## src/rtl/pic_pkg.sv

```systemverilog
// Shared types and bit positions for the 8259A read/write control and command decode.
package pic_pkg;

    typedef enum logic [2:0] {
        WAIT_ICW1 = 3'd0,
        WAIT_ICW2 = 3'd1,
        WAIT_ICW3 = 3'd2,
        WAIT_ICW4 = 3'd3,
        READY     = 3'd4
    } init_state_t;

    localparam logic [2:0] RD_NONE = 3'd0;
    localparam logic [2:0] RD_IRR  = 3'd1;
    localparam logic [2:0] RD_ISR  = 3'd2;
    localparam logic [2:0] RD_IMR  = 3'd3;
    localparam logic [2:0] RD_POLL = 3'd4;

    localparam int ICW1_IC4  = 0;
    localparam int ICW1_SNGL = 1;
    localparam int ICW1_LTIM = 3;
    localparam int ICW1_SEL  = 4;

    localparam int ICW4_UPM  = 0;
    localparam int ICW4_AEOI = 1;
    localparam int ICW4_MS   = 2;
    localparam int ICW4_BUF  = 3;
    localparam int ICW4_SFNM = 4;

    localparam int OCW_SEL3  = 3;
    localparam int OCW3_RIS  = 0;
    localparam int OCW3_RR   = 1;
    localparam int OCW3_P    = 2;
    localparam int OCW3_SMM  = 5;
    localparam int OCW3_ESMM = 6;

    function automatic logic is_icw1(input logic a0, input logic [7:0] d);
        return !a0 && d[ICW1_SEL];
    endfunction

endpackage

```

## src/rtl/pic_bus_sampler.sv

```systemverilog
// Qualifies CPU strobes, captures write bytes, pulses decode when wr_n returns high.
// buf_en/buf_dir registered one cycle after strobes; no backpressure, CPU timing is absolute.
module pic_bus_sampler
    import pic_pkg::*;
(
    input  logic       clk,
    input  logic       rst,
    input  logic       cs_n,
    input  logic       rd_n,
    input  logic       wr_n,
    input  logic       a0,
    input  logic [7:0] din,
    output logic [7:0] cap_dat,
    output logic       cap_a0,
    output logic       dec_vld,
    output logic       rd_acc,
    output logic       rd_end,
    output logic       buf_en,
    output logic       buf_dir
);

    logic wr_acc;
    logic illegal;
    logic wr_pend;
    logic rd_act;

    assign wr_acc  = !cs_n && !wr_n && rd_n;
    assign rd_acc  = !cs_n && !rd_n && wr_n;
    assign illegal = !rd_n && !wr_n;
    assign dec_vld = wr_pend && wr_n;
    assign rd_end  = rd_act && rd_n;

    always_ff @(posedge clk) begin
        if (rst) begin
            cap_dat <= 8'h00;
            cap_a0  <= 1'b0;
            wr_pend <= 1'b0;
            rd_act  <= 1'b0;
            buf_en  <= 1'b0;
            buf_dir <= 1'b0;
        end else begin
            buf_en  <= wr_acc || rd_acc;
            buf_dir <= rd_acc;
            if (wr_acc) begin
                cap_dat <= din;
                cap_a0  <= a0;
            end
            // A write cut short by cs_n or a clashing rd_n is dropped, never decoded.
            if (dec_vld)
                wr_pend <= 1'b0;
            else if (wr_acc)
                wr_pend <= 1'b1;
            else if (cs_n || illegal)
                wr_pend <= wr_n ? wr_pend : 1'b0;
            if (rd_acc)
                rd_act <= 1'b1;
            else if (rd_n)
                rd_act <= 1'b0;
        end
    end

endmodule

```

## src/rtl/rw_control_logic.sv

```systemverilog
// 8259A read/write control: ICW1-4 init FSM and OCW1-3 command registers.
// Decoded values visible the cycle after wr_n is sampled high; strobes are single-cycle, no backpressure.
module rw_control_logic
    import pic_pkg::*;
(
    input  logic       clk,
    input  logic       rst,
    input  logic       cs_n,
    input  logic       rd_n,
    input  logic       wr_n,
    input  logic       a0,
    input  logic [7:0] din,
    output logic       buf_en,
    output logic       buf_dir,
    output logic [2:0] rd_sel,
    output logic       init_done,
    output logic       icw1_stb,
    output logic       ic4,
    output logic       sngl,
    output logic       ltim,
    output logic [4:0] vec_base,
    output logic [7:0] icw3,
    output logic       upm,
    output logic       aeoi,
    output logic       ms,
    output logic       buf_mode,
    output logic       sfnm,
    output logic [7:0] imr,
    output logic       ocw2_stb,
    output logic [2:0] ocw2_cmd,
    output logic [2:0] ocw2_lvl,
    output logic       smm,
    output logic       poll_stb
);

    logic [7:0]  cap_dat;
    logic        cap_a0;
    logic        dec_vld;
    logic        rd_acc;
    logic        rd_end;
    logic        ris;
    logic        poll_pend;
    logic        poll_rd;
    init_state_t state, state_nxt;

    pic_bus_sampler u_sampler (
        .clk     (clk),
        .rst     (rst),
        .cs_n    (cs_n),
        .rd_n    (rd_n),
        .wr_n    (wr_n),
        .a0      (a0),
        .din     (din),
        .cap_dat (cap_dat),
        .cap_a0  (cap_a0),
        .dec_vld (dec_vld),
        .rd_acc  (rd_acc),
        .rd_end  (rd_end),
        .buf_en  (buf_en),
        .buf_dir (buf_dir)
    );

    logic icw1_hit, icw2_hit, icw3_hit, icw4_hit, ocw1_hit, ocw2_hit, ocw3_hit;

    assign icw1_hit = dec_vld && is_icw1(cap_a0, cap_dat);
    assign icw2_hit = dec_vld && cap_a0 && (state == WAIT_ICW2);
    assign icw3_hit = dec_vld && cap_a0 && (state == WAIT_ICW3);
    assign icw4_hit = dec_vld && cap_a0 && (state == WAIT_ICW4);
    assign ocw1_hit = dec_vld && cap_a0 && (state == READY);
    assign ocw2_hit = dec_vld && !cap_a0 && !cap_dat[ICW1_SEL] && !cap_dat[OCW_SEL3] && (state == READY);
    assign ocw3_hit = dec_vld && !cap_a0 && !cap_dat[ICW1_SEL] &&  cap_dat[OCW_SEL3] && (state == READY);

    always_ff @(posedge clk) begin
        if (rst)
            state <= WAIT_ICW1;
        else
            state <= state_nxt;
    end

    always_comb begin
        state_nxt = state;
        if (icw1_hit)
            state_nxt = WAIT_ICW2;
        else if (icw2_hit)
            state_nxt = !sngl ? WAIT_ICW3 : (ic4 ? WAIT_ICW4 : READY);
        else if (icw3_hit)
            state_nxt = ic4 ? WAIT_ICW4 : READY;
        else if (icw4_hit)
            state_nxt = READY;
    end

    always_comb begin
        init_done = (state == READY);
    end

    always_ff @(posedge clk) begin
        if (rst) begin
            icw1_stb  <= 1'b0;
            ocw2_stb  <= 1'b0;
            poll_stb  <= 1'b0;
            ic4       <= 1'b0;
            sngl      <= 1'b0;
            ltim      <= 1'b0;
            vec_base  <= 5'd0;
            icw3      <= 8'h00;
            upm       <= 1'b0;
            aeoi      <= 1'b0;
            ms        <= 1'b0;
            buf_mode  <= 1'b0;
            sfnm      <= 1'b0;
            imr       <= 8'hFF;
            ocw2_cmd  <= 3'd0;
            ocw2_lvl  <= 3'd0;
            smm       <= 1'b0;
            ris       <= 1'b0;
            poll_pend <= 1'b0;
            poll_rd   <= 1'b0;
            rd_sel    <= RD_NONE;
        end else begin
            icw1_stb <= icw1_hit;
            ocw2_stb <= ocw2_hit;
            poll_stb <= ocw3_hit && cap_dat[OCW3_P];

            if (icw1_hit) begin
                ic4      <= cap_dat[ICW1_IC4];
                sngl     <= cap_dat[ICW1_SNGL];
                ltim     <= cap_dat[ICW1_LTIM];
                imr      <= 8'h00;
                smm      <= 1'b0;
                aeoi     <= 1'b0;
                upm      <= 1'b0;
                sfnm     <= 1'b0;
                buf_mode <= 1'b0;
                ms       <= 1'b0;
                ris      <= 1'b0;
            end
            if (icw2_hit)
                vec_base <= cap_dat[7:3];
            if (icw3_hit)
                icw3 <= cap_dat;
            if (icw4_hit) begin
                upm      <= cap_dat[ICW4_UPM];
                aeoi     <= cap_dat[ICW4_AEOI];
                ms       <= cap_dat[ICW4_MS];
                buf_mode <= cap_dat[ICW4_BUF];
                sfnm     <= cap_dat[ICW4_SFNM];
            end
            if (ocw1_hit)
                imr <= cap_dat;
            if (ocw2_hit) begin
                ocw2_cmd <= cap_dat[7:5];
                ocw2_lvl <= cap_dat[2:0];
            end
            if (ocw3_hit && cap_dat[OCW3_ESMM])
                smm <= cap_dat[OCW3_SMM];
            if (ocw3_hit && cap_dat[OCW3_RR])
                ris <= cap_dat[OCW3_RIS];

            // Poll stays pending until a read that actually returned the poll word ends.
            if (icw1_hit)
                poll_pend <= 1'b0;
            else if (ocw3_hit && cap_dat[OCW3_P])
                poll_pend <= 1'b1;
            else if (rd_end && poll_rd)
                poll_pend <= 1'b0;

            if (icw1_hit)
                poll_rd <= 1'b0;
            else if (rd_acc && !a0 && poll_pend)
                poll_rd <= 1'b1;
            else if (rd_end)
                poll_rd <= 1'b0;

            if (!rd_acc)
                rd_sel <= RD_NONE;
            else if (a0)
                rd_sel <= RD_IMR;
            else if (poll_pend)
                rd_sel <= RD_POLL;
            else
                rd_sel <= ris ? RD_ISR : RD_IRR;
        end
    end

endmodule

```

## config.mk

```make
export PLATFORM = sky130hd
export DESIGN_NAME = rw_control_logic
export DESIGN_NICKNAME = d
export VERILOG_FILES = /design/src/rtl/pic_pkg.sv /design/src/rtl/pic_bus_sampler.sv /design/src/rtl/rw_control_logic.sv
export SDC_FILE = /design/constraint.sdc
export NUM_CORES = 1
export LEC_CHECK = 0
export BUFFER_PORTS_ARGS = -buffer_cell sky130_fd_sc_hd__buf_2
export CAP_MARGIN = 25
export CORE_ASPECT_RATIO = 1.1
export CORE_MARGIN = 3
export CORE_UTILIZATION = 45
export DETAILED_ROUTE_END_ITERATION = 10
export GPL_TIMING_DRIVEN = 0
export PLACE_DENSITY = 0.68
export SKIP_LAST_GASP = 1
export SLEW_MARGIN = 20
export SYNTH_ARGS = -nofsm -noshare
export SYNTH_HDL_FRONTEND = slang
export SYNTH_HIERARCHICAL = 1
export SYNTH_SLANG_ARGS = --single-unit
```

## constraint.sdc

```tcl
create_clock -name clk -period 2.75 [get_ports clk]
set_input_delay 0.275 -clock clk [delete_from_list [all_inputs] [get_ports clk]]
set_output_delay 0.275 -clock clk [all_outputs]
set_load 0.01 [all_outputs]
```

==> impl_results.md, run 1 <==
- Setup_tns: 0 ns
- Worst Path Required: around 2.5 ns
- Number of global-route vias before repair: approximately 2200
- Slew headroom: a little under two thirds
- Seq cells post-synth: 61
- Tmin final: 1.81 ns
- Final wirelength: around 6200 um
- Row count: 28
- IO buf count: 58
- Final Util: between 50% and 60%
- Distinct cell type count of the synthesized netlist: 37
- Global-route wire length before repair: a little over 10000 um
- Core footprint: between 5000 and 6000 sq um
- CP Class: reg -> out
- Total power: between 1500 and 2000 uW
- Synthesized Nets: just over 300
- Drt first pass iters: 4
- Via count: about 2200
- Fin. Hold Viols: 0
- Register area share after synthesis: 46.7%
- Routed wire per std cell: 14.2 um
- Starting DRT DRC Count: 158
- Hold Path Class: in -> reg
- Final setup skew: ~0.0047 ns
- Place WS: just under 1 ns
- Endpoints failing setup: 0
- Total grt overflow: 0
- Peak VDD IR: between 0.0002 and 0.00025 V
- Family with the most delay on the worst path: simple AND/OR/NAND/NOR gates
- Share of cells above drive strength 1: between 20 and 25%
- Hpwl dp: between 4000 and 5000 um
- Crit-path max FO: 10
- CP bufs+invs: 2
- Max-cap violations: 0
- CTS buffer count: 9
- Critical path startpoint: state[2]
- # hold bufs at CTS: 0
- Total power divided by cell area: about 540 nW/um^2
- HP Start: cs_n
- Area Overhead vs Synth: 21.5%
- Pleak: between 0.001 and 0.0015 uW
- Final worst slack: between 0.9 and 1 ns
- Clock Path Buffers: 2
- Critical path endpoint category: output pin
- Mean cell area of the mapped netlist: a little over 9 sq um
- Final Max Tran Viols: 0
- Most frequent CP cell: buf_2
- Initial antenna violation count: 0
- Initial Utilization: 47.6%
- Worst-path clk slew: approximately 0.06 ns
- Die Wd: approximately 79 um
- Startpoint types: flip-flop
- Worst path arrival time: about 1.5 ns
- Die area: approximately 6800 sq um
- CTS tree: done
- RR Startpoint: u_sampler/wr_pend
- Hold_ws: between 0.1 and 0.15 ns
- Cells after Synth: approximately 290
- Root Driver: clkbuf_8
- Routability cong.: between 0.8 and 0.9
- Synth Cell Area: ~2600 sq um
- Crit path cell chain: buf_2 > nor3b_2 > buf_2
- Sink Count: 61
- Status: completed
- H-tree level count: 3
- Slowest stage cell on the critical path: nor3b_2
- Largest net degree at the start of global routing: 11
- # fillers: 524
- Drt drc: 0
- Via-to-Cell Ratio: approximately 5
- I/O pin total: around 60
- ANT cells: 0
- Clock Latency Late Sink: around 0.34 ns
- Setup bufs post-CTS: 0
- Nets: 371
- Slowest Stage Delay on Critical Path: ~0.46 ns
- Antenna-violating nets left: 0
- Max Freq: 553 MHz
- Final Cycle Share: 65.7%
- Resize count post-CTS: 0
- Slew @ Worst Pin: ~0.54 ns
- Unrepaired setup endpoints after global routing: no
- Die Ht: about 86 um
- Total GRT Usage: 19.8%
- Yosys Warn Count: 6
## layout make-up
class                      count  area (sq um)  area share [%]
timing repair buffer          58           290            9.13
sequential                    61          1220            38.4
multi-input combinational    190          1220            38.4
tap                           75          93.8            2.95
clock inverter                 1          5.00           0.157
inverter                      11          41.3            1.30
clock buffer                  14           173            5.43
buffer                        26           133            4.17
## layer usage
| layer | wire length (um) | track usage (%) | vias to the layer above |
|---|---|---|---|
| li1 | - | - | 1141 |
| met1 | 2820 | 25.0 | 1022 |
| met2 | 2900 | 31.4 | 62 |
| met3 | 350 | 3.89 | 15 |
| met4 | 140 | 11.1 | 0 |
| met5 | 0 | 0 | - |
## final timing paths
check | end | slack, ns | cells after the start
worst min-delay path | u_sampler/buf_en | 0.15 | 2
worst max-delay path | init_done | 0.94 | 3
worst max register to register | imr[6] | 1.12 | 6
worst min register to register | ocw2_lvl[0] | 0.47 | 2
## registers in the layout, indices dropped and copies added (netlist names), 3 cells and up
signal / flops
icw3: 8
imr: 8
vec_base: 5
state: 3
u_sampler/cap_dat: 8
ocw2_lvl: 3
rd_sel: 3
ocw2_cmd: 3
## cells in the final DEF, fill, tap and decap left out, types with 5 or more instances in the layout
master	n
a311o_1	8
a21oi_1	26
mux2i_1	16
o21ai_0	18
nand2_1	5
nand2b_1	32
clkbuf_8	12
clkbuf_1	15
nand3_1	19
o211ai_1	7
buf_2	68
nor2_1	13
dfxtp_1	61
nor3_1	11
inv_1	11
## power breakdown
part	internal, uW	switching, uW
Sequential	892	9.68
Combinational	35.0	50.3
Clock	395	324
Total	1320	384
## Yosys cell counts
master     count  area [sq um]
o21ai_0       18          90.1
and2_2         1          7.51
and2_1         2          12.5
o211ai_1       7          52.6
or2b_1         1          7.51
nor4b_2        1          15.0
nor3_1        11          55.1
dfxtp_1       61          1220
a311o_1        8          80.1
nand4b_1       4          35.0
and3b_1        2          17.5
a211oi_1       1          7.51
nor3b_1        1          7.51
nand4_1        3          18.8
nor2_1        13          48.8
nor4bb_1       1          10.0
nor4b_1        1          8.76
nand3b_1       4          30.0
nor3b_2        2          25.0
mux2i_1       16           160
clkbuf_1      13          48.8
or2_1          1          6.26
or2_2          1          6.26
or3_1          1          6.26
inv_1         11          41.3
nand3_1       19          95.1
nor2b_1        3          18.8
a21oi_1       26           130
buf_6          3          33.8
nand2b_1      32           200
xnor2_1        1          8.76
a31oi_1        1          6.26
nand3b_4       1          20.0
buf_2         10          50.1
nand2_1        5          18.8
a2bb2oi_1      1          8.76
and3_1         1          6.26
## cell families (layout without fill, tap and decap cells)
kind of cell,after synthesis,after routing,synth area share (%)
AOI/OAI and AO/OA,62,62,14.3
xor gates and xnor gates,1,1,0.335
buffers and inverters,37,110,6.65
DFF,61,61,46.7
muxes,16,16,6.12
and+or+nand+nor,111,111,25.9
## stage by stage
step	area, sq um	instances
2_1_floorplan	2620	288
3_3_place_gp	3000	421
3_5_place_dp	3000	421
4_1_cts	3180	436
5_1_grt	3180	436
6_report	3180	436
(Power assumes the default switching activity.)
==> inputs of run 2 (changes only) <==
--- a/config.mk
+++ b/config.mk
@@ -5,6 +5,7 @@
 export SDC_FILE = /design/constraint.sdc
 export NUM_CORES = 1
 export LEC_CHECK = 0
+export ABC_AREA = 1
 export BUFFER_PORTS_ARGS = -buffer_cell sky130_fd_sc_hd__buf_2
 export CAP_MARGIN = 25
 export CORE_ASPECT_RATIO = 1.1
@@ -12,7 +13,7 @@
 export CORE_UTILIZATION = 45
 export DETAILED_ROUTE_END_ITERATION = 10
 export GPL_TIMING_DRIVEN = 0
-export PLACE_DENSITY = 0.68
+export PLACE_DENSITY = 0.69
 export SKIP_LAST_GASP = 1
 export SLEW_MARGIN = 20
 export SYNTH_ARGS = -nofsm -noshare
==> constraint.sdc (replaced) <==
create_clock -name clk -period 1.7 [get_ports clk]
set_input_delay 0.17 -clock clk [delete_from_list [all_inputs] [get_ports clk]]
set_output_delay 0.17 -clock clk [all_outputs]
set_load 0.01 [all_outputs]
==> impl_results.md, run 2 <==
- Synth Cell Area: 2390 sq um (was 2620 sq um)
- Worst-path clk slew: 0.07 ns (was 0.06 ns)
- Peak VDD IR: 0.000533 V (was 0.000249 V)
- Multi-input logic area: 985 sq um (was 1220 sq um)
- Drt drc: 0 (unchanged)
- Ranking of synthesized cells by area: dfxtp_1 (51%), nand2_1 (8.9%), nand3_1 (8.0%) (was dfxtp_1 (47%), nand2b_1 (7.7%), mux2i_1 (6.1%))
- Global-route wire length before repair: 9410 um (was 10300 um)
- Worst Path Required: 1.93 ns (was 2.48 ns)
- IO buf count: 58 (unchanged)
- Hold Path Sink: rd_sel[1] (was u_sampler/buf_en)
- Initial antenna violation count: 0 (unchanged)
- Initial Utilization: 47.2% (was 47.6%)
- Worst R2R Path Depth: 6 (unchanged)
- Routing usage on met1: 26.2% (was 25.0%)
- Gr busiest metal: met2 (unchanged)
- Routed wire per std cell: 13.0 um (was 14.2 um)
- Crit-path max FO: 9 (was 10)
- Largest net degree at the start of global routing: 12 (was 11)
- Slew @ Worst Pin: 0.454 ns (was 0.543 ns)
- Final Cycle Share: between 80% and 90%
- Total GRT Usage: 20.4% (was 19.8%)
- Final worst slack: 0.195 ns (was 0.943 ns)
- Worst hold path depth: 3 (was 2)
- Resize count post-CTS: 0 (unchanged)
- Startpoint types: flip-flop (unchanged)
- Finished Layout Cells: 443 (was 436)
- Routability cong.: 0.863 (was 0.847)
- Fin. Hold Viols: 0 (unchanged)
- Place WS: 0.215 ns (was 0.991 ns)
- Post-synth top area share: 51.1% (was 46.7%)
- Via count: 2218 (was 2240)
- Number of global-route vias before repair: 2007 (was 2192)
- CTS tree: done (unchanged)
- CTS buffer count: 9 (unchanged)
- Dpl cells: 427 (was 421)
- Seq cells post-synth: 61 (unchanged)
- # fillers: 495 (was 524)
- Tmin final: approximately 1.5 ns
- Setup_tns: 0 ns (unchanged)
- Reg2Reg Capture Point: sngl (was imr[6])
- Cells after Synth: 311 (was 288)
- Max Freq: about 660 MHz
- H-tree level count: 3 (unchanged)
- Clock Latency Late Sink: 0.34 ns (about the same)
- Mean cell area of the mapped netlist: 7.69 sq um (was 9.08 sq um)
- Nets: 394 (was 371)
- # hold bufs at CTS: 0 (unchanged)
- Register area: 1220 sq um (unchanged)
- CP Class: reg -> reg (was reg -> out)
- Status: completed (unchanged)
- Post-synth ARST share: 0% (unchanged)
- ANT cells: 0 (unchanged)
- Yosys Warn Count: 6 (unchanged)
- Unrepaired setup endpoints after global routing: no (unchanged)
- Hold Path Class: in -> reg (unchanged)
- Worst path arrival time: 1.73 ns (was 1.53 ns)
- Most common cell in the netlist: dfxtp_1 (unchanged)
- Grt met3 use: 5.93% (was 3.89%)
- Total grt overflow: 0 (unchanged)
- Reg2reg setup slack: 0.20 ns (was 1.12 ns)
- Synthesized Nets: 325 (was 302)
- Final Max Tran Viols: 0 (unchanged)
- Slew headroom: 69.7% (was 63.8%)
- Setup bufs post-CTS: 0 (unchanged)
- Die area: 6220 sq um (was 6770 sq um)
- Largest area contributor in the netlist: dfxtp_1 (unchanged)
- Max-cap violations: 0 (unchanged)
- EDFF count, synth: 0 (unchanged)
- Register area share after synthesis: 51.1% (was 46.7%)
- Final wirelength: 5750 um (was 6210 um)
- Most common cell after layout, fill and taps aside: dfxtp_1 (was buf_2)
- Total power divided by cell area: 1020 nW/um^2 (was 537 nW/um^2)
- Biggest regs: icw3: 8 flops, imr: 8 flops, u_sampler/cap_dat: 8 flops (unchanged)
- HP Start: a0 (was cs_n)
- GR met2 Demand/Resource: 32.0% (was 31.4%)
- Die Wd: 75.5 um (was 78.7 um)
- Die Ht: 82.5 um (was 86.0 um)
- Post-synth top cells: dfxtp_1 (61), nand2_1 (57), nor2_1 (47), nand3_1 (38), inv_1 (31) (was dfxtp_1 (61), nand2b_1 (32), a21oi_1 (26), nand3_1 (19), o21ai_0 (18))
- Distinct cell type count of the synthesized netlist: 23 (was 37)
- Via-to-Cell Ratio: 5.01 (was 5.14)
- RR Startpoint: u_sampler/wr_pend (unchanged)
- Drt first pass iters: 4 (unchanged)
- Antenna-violating nets left: 0 (unchanged)
- Core footprint: 5070 sq um (was 5500 sq um)
- Area Overhead vs Synth: 24.6% (was 21.5%)
- Final setup skew: 0.00800 ns (was 0.00471 ns)
- I/O pin total: 59 (unchanged)
- Pleak: 0.00142 uW (was 0.00130 uW)
- Share of cells above drive strength 1: 26.5% (was 24.9%)
- Sink Count: 61 (unchanged)
- Row count: 27 (was 28)
- Critical path endpoint category: flip-flop (was output pin)
- Endpoints failing setup: 0 (unchanged)
- Top_reg_cell synth: dfxtp_1 (unchanged)
- Hpwl dp: 4010 um (was 4300 um)
- Clock Path Buffers: 2 (unchanged)
- Most frequent cells in the layout: dfxtp_1 (61), buf_2 (58), nand2_1 (57) (was buf_2 (68), dfxtp_1 (61), nand2b_1 (32))
- Starting DRT DRC Count: 87 (was 158)
- Root Driver: clkbuf_8 (unchanged)
==> run 2: cell types whose count changed in the layout (fill, tap and decap cells not counted), sizes merged, moves of 11 or more <==
cell	change
nand2	+58
nor2	+41
mux2i	-16
inv	+23
clkbuf	-12
nand2b	-32
nor3	-11
nand3	+21
==> run 2: stage by stage <==
step                util, %  area, sq um  hold slack [ns]  total power, uW
floorplan                 -         2390            0.232             1570
global placement       54.3         2750            0.437             1630
detailed placement     54.3         2750            0.443             1630
CTS                    58.8         2980            0.103             3070
global route           58.8         2980            0.119             3150
finish                 58.8         2980            0.110             3050
==> run 2: worst max path at each step <==
| stage | from | to | slack (ns) |
|---|---|---|---|
| 2_1_floorplan | u_sampler/wr_pend | state[0] | 0.50 |
| 3_5_place_dp | wr_n | sngl | 0.21 |
| 3_3_place_gp | wr_n | imr[4] | 0.20 |
| 6_report | u_sampler/wr_pend | sngl | 0.20 |
| 4_1_cts | u_sampler/wr_pend | imr[2] | 0.22 |
| 5_1_grt | u_sampler/wr_pend | imr[2] | 0.06 |
==> run 2: where the power goes <==
part / internal (uW) / leakage (uW) / switching, uW
Combinational: 44.2 / 0.000812 / 81.0
Clock: 901 / 0.000116 / 551
Sequential: 1450 / 0.000493 / 27.4
Total: 2390 / 0.00142 / 660
==> run 2: cell families after synthesis <==
logic type      count (synthesis)  share of synthesized area [%]
buf+inv                        43                           7.74
compound gates                 46                           10.8
simple gates                  161                           30.4
flops                          61                           51.1
==> run 2: area by class of cell <==
class | count | share of cell area [%]
buffer | 7 | 1.64
sequential | 61 | 41.0
clock inverter | 4 | 2.35
tap | 58 | 2.44
clock buffer | 12 | 5.21
timing repair buffer | 58 | 9.74
multi-input combinational | 207 | 33.1
inverter | 36 | 4.58
==> run 2: critical path, stage by stage (launching register included) <==
cell	delay, ns
dfxtp_1	0.31
nand2_1	0.06
inv_1	0.19
nand3_2	0.24
nand2_1	0.26
inv_1	0.12
a22o_1	0.22
==> run 2: metal layers <==
metal,wire [um],vias to the layer above
met1,2670,993
met5,0,-
met2,2590,68
met4,164,0
met3,327,15
li1,-,1142
==> inputs of run 3 (changes only) <==
--- a/config.mk
+++ b/config.mk
@@ -6,14 +6,13 @@
 export NUM_CORES = 1
 export LEC_CHECK = 0
 export ABC_AREA = 1
-export BUFFER_PORTS_ARGS = -buffer_cell sky130_fd_sc_hd__buf_2
 export CAP_MARGIN = 25
 export CORE_ASPECT_RATIO = 1.1
 export CORE_MARGIN = 3
 export CORE_UTILIZATION = 45
 export DETAILED_ROUTE_END_ITERATION = 10
+export DONT_BUFFER_PORTS = 1
 export GPL_TIMING_DRIVEN = 0
-export PLACE_DENSITY = 0.69
 export SKIP_LAST_GASP = 1
 export SLEW_MARGIN = 20
 export SYNTH_ARGS = -nofsm -noshare
==> impl_results.md, run 3 (synthesis gave the netlist of run 2 again) <==
- Status: completed (unchanged)
- Total grt overflow: 0 (unchanged)
- Total power: 2850 uW (was 3050 uW)
- Most frequent cells in the layout: dfxtp_1 (61), nand2_1 (57), nor2_1 (47) (was dfxtp_1 (61), buf_2 (58), nand2_1 (57))
- Final Max Tran Viols: 0 (unchanged)
- Setup_tns: 0 ns (unchanged)
- Unrepaired setup endpoints after global routing: no (unchanged)
- Slowest stage cell on the critical path: dfxtp_1 (unchanged)
- Slowest Stage Delay on Critical Path: 0.52 ns (was 0.31 ns)
- Uppermost layer routed: met4 (unchanged)
- CTS buffer count: 9 (unchanged)
- Total GRT Usage: 20.0% (was 20.4%)
- Share of cells above drive strength 1: 13.0% (was 26.5%)
- Most common cell after layout, fill and taps aside: dfxtp_1 (unchanged)
- Final Util: 53.0% (was 58.8%)
- Worst-path clk slew: 0.06 ns (was 0.07 ns)
- Sink Count: 61 (unchanged)
- DRT met1 WL: 2560 um (was 2670 um)
- Sequential power share: 51.7% (was 48.3%)
- IO buf count: 0 (was 58)
- Switching power total: 656 uW (was 660 uW)
- Die Wd: 75.5 um (unchanged)
- Global-route wire length before repair: 8950 um (was 9410 um)
- Hold Path Class: in -> reg (unchanged)
- Endpoints failing setup: 0 (unchanged)
- Crit path cell chain: nand3_2 > nand2_1 > inv_1 > a22o_1 (was nand2_1 > inv_1 > nand3_2 > nand2_1 > inv_1 > a22o_1)
- Slew @ Worst Pin: 0.534 ns (was 0.454 ns)
- Critical path endpoint category: flip-flop (unchanged)
- Largest net degree at the start of global routing: 11 (was 12)
- Max Freq: 662 MHz (was 664 MHz)
- Clock group share of total power: 44.5% (was 47.6%)
- # fillers: 517 (was 495)
- # hold bufs at CTS: 3 (was 0)
- Dpl cell area: 2460 sq um (was 2750 sq um)
- Drt first pass iters: 4 (unchanged)
- Met2 routed WL: 2580 um (was 2590 um)
- Final setup skew: 0.00736 ns (was 0.00800 ns)
- Fin. Hold Viols: 0 (unchanged)
- Met3 WL: 466 um (was 327 um)
- Die area: 6220 sq um (unchanged)
- CTS tree: done (unchanged)
- Pleak: 0.00114 uW (was 0.00142 uW)
- Resize count post-CTS: 0 (unchanged)
- Area Overhead vs Synth: 12.3% (was 24.6%)
- Max-cap violations: 0 (unchanged)
- Core footprint: 5070 sq um (unchanged)
- Routed wire per std cell: 14.8 um (was 13.0 um)
- Tmin final: 1.51 ns (was 1.50 ns)
- Slew headroom: 64.4% (was 69.7%)
- Via-to-Cell Ratio: 5.20 (was 5.01)
- Peak VDD IR: 0.000795 V (was 0.000533 V)
- Logic pwr share: 3.8% (was 4.1%)
- Antenna-violating nets left: 0 (unchanged)
- Biggest regs: icw3: 8 flops, imr: 8 flops, u_sampler/cap_dat: 8 flops (unchanged)
- H-tree level count: 3 (unchanged)
- Die Ht: 82.5 um (unchanged)
- Startpoint types: flip-flop (unchanged)
- Crit-path max FO: 9 (unchanged)
- Nets: 339 (was 394)
- Number of global-route vias before repair: 1871 (was 2007)
- Starting DRT DRC Count: 115 (was 87)
- CP bufs+invs: 1 (was 2)
- Worst Path Required: 1.93 ns (about the same)
- Routability cong.: 0.826 (was 0.863)
- Row count: 27 (unchanged)
- Clock Path Buffers: 2 (unchanged)
- Drt drc: 0 (unchanged)
- Final Cycle Share: 88.8% (was 88.5%)
- CP Class: reg -> reg (unchanged)
- Internal: 2190 uW (was 2390 uW)
- Family with the most delay on the worst path: simple AND/OR/NAND/NOR gates (unchanged)
- Clock Latency Late Sink: 0.34 ns (about the same)
- Switching fraction of total power: 23.0% (was 21.6%)
- Hpwl dp: 3970 um (was 4010 um)
- Worst path arrival time: 1.74 ns (was 1.73 ns)
- Via count: 2017 (was 2218)
- ANT cells: 0 (unchanged)
- Final instance area: 2690 sq um (was 2980 sq um)
- Setup bufs post-CTS: 0 (unchanged)
- Total power divided by cell area: 1060 nW/um^2 (was 1020 nW/um^2)
- Initial Utilization: 47.2% (unchanged)
- Initial antenna violation count: 0 (unchanged)
- I/O pin total: 59 (unchanged)
- Root Driver: clkbuf_8 (unchanged)
- Final wirelength: 5730 um (was 5750 um)
## run 3: changes by cell type in the layout (fill, tap and decap cells not counted), sizes merged
| cell | before | now |
|---|---|---|
| buf | 62 | 4 |
| bufinv | 2 | 1 |
| clkinvlp | 0 | 1 |
| dlygate4sd3 | 0 | 3 |
## run 3: final cells by class
class	instances	area, sq um	share of cell area (%)
sequential	61	1220	45.5
multi-input combinational	207	985	36.7
clock buffer	12	145	5.40
inverter	36	136	5.08
tap	58	72.6	2.70
buffer	7	48.8	1.82
clock inverter	4	47.5	1.77
timing repair buffer	3	30.0	1.12
## run 3: metal layers
metal | vias to the layer above | track usage, %
li1 | 1029 | -
met1 | 914 | 24.5
met2 | 64 | 30.7
met3 | 10 | 7.14
met4 | 0 | 10.1
met5 | - | 0
## run 3: power by group through the flow
stage / Clock, uW / Sequential [uW] / Combinational, uW
finish: 1270 / 1470 / 108
global route: 1360 / 1480 / 124
CTS: 1290 / 1470 / 108
detailed placement: 0 / 1510 / 99.4
global placement: 0 / 1510 / 98.5
floorplan: 0 / 1490 / 78.9
## run 3: path summary, 6_finish.rpt
check,start,end,slack (ns),cells after the start
hold / removal,din[5],u_sampler/cap_dat[5],0.05,4
setup / recovery,u_sampler/cap_dat[4],sngl,0.19,4
hold reg to reg,u_sampler/rd_act,u_sampler/rd_act,0.47,2
setup reg to reg,u_sampler/cap_dat[4],sngl,0.19,4
## run 3: worst register-to-register path: stages (launching register included)
cell and delay (ns):
dfxtp_1 0.52, nand3_2 0.27, nand2_1 0.27, inv_1 0.12, a22o_1 0.22
## run 3: metrics by stage
| stage | std cells | hold slack, ns | worst slack [ns] |
|---|---|---|---|
| after CTS | 388 | 0.0358 | 0.177 |
| after global routing | 388 | 0.0626 | 0.106 |
| after floorplan | 311 | 0.232 | 0.500 |
| final | 388 | 0.0506 | 0.190 |
| after detailed placement | 369 | 0.236 | 0.199 |
| after global placement | 369 | 0.235 | 0.206 |
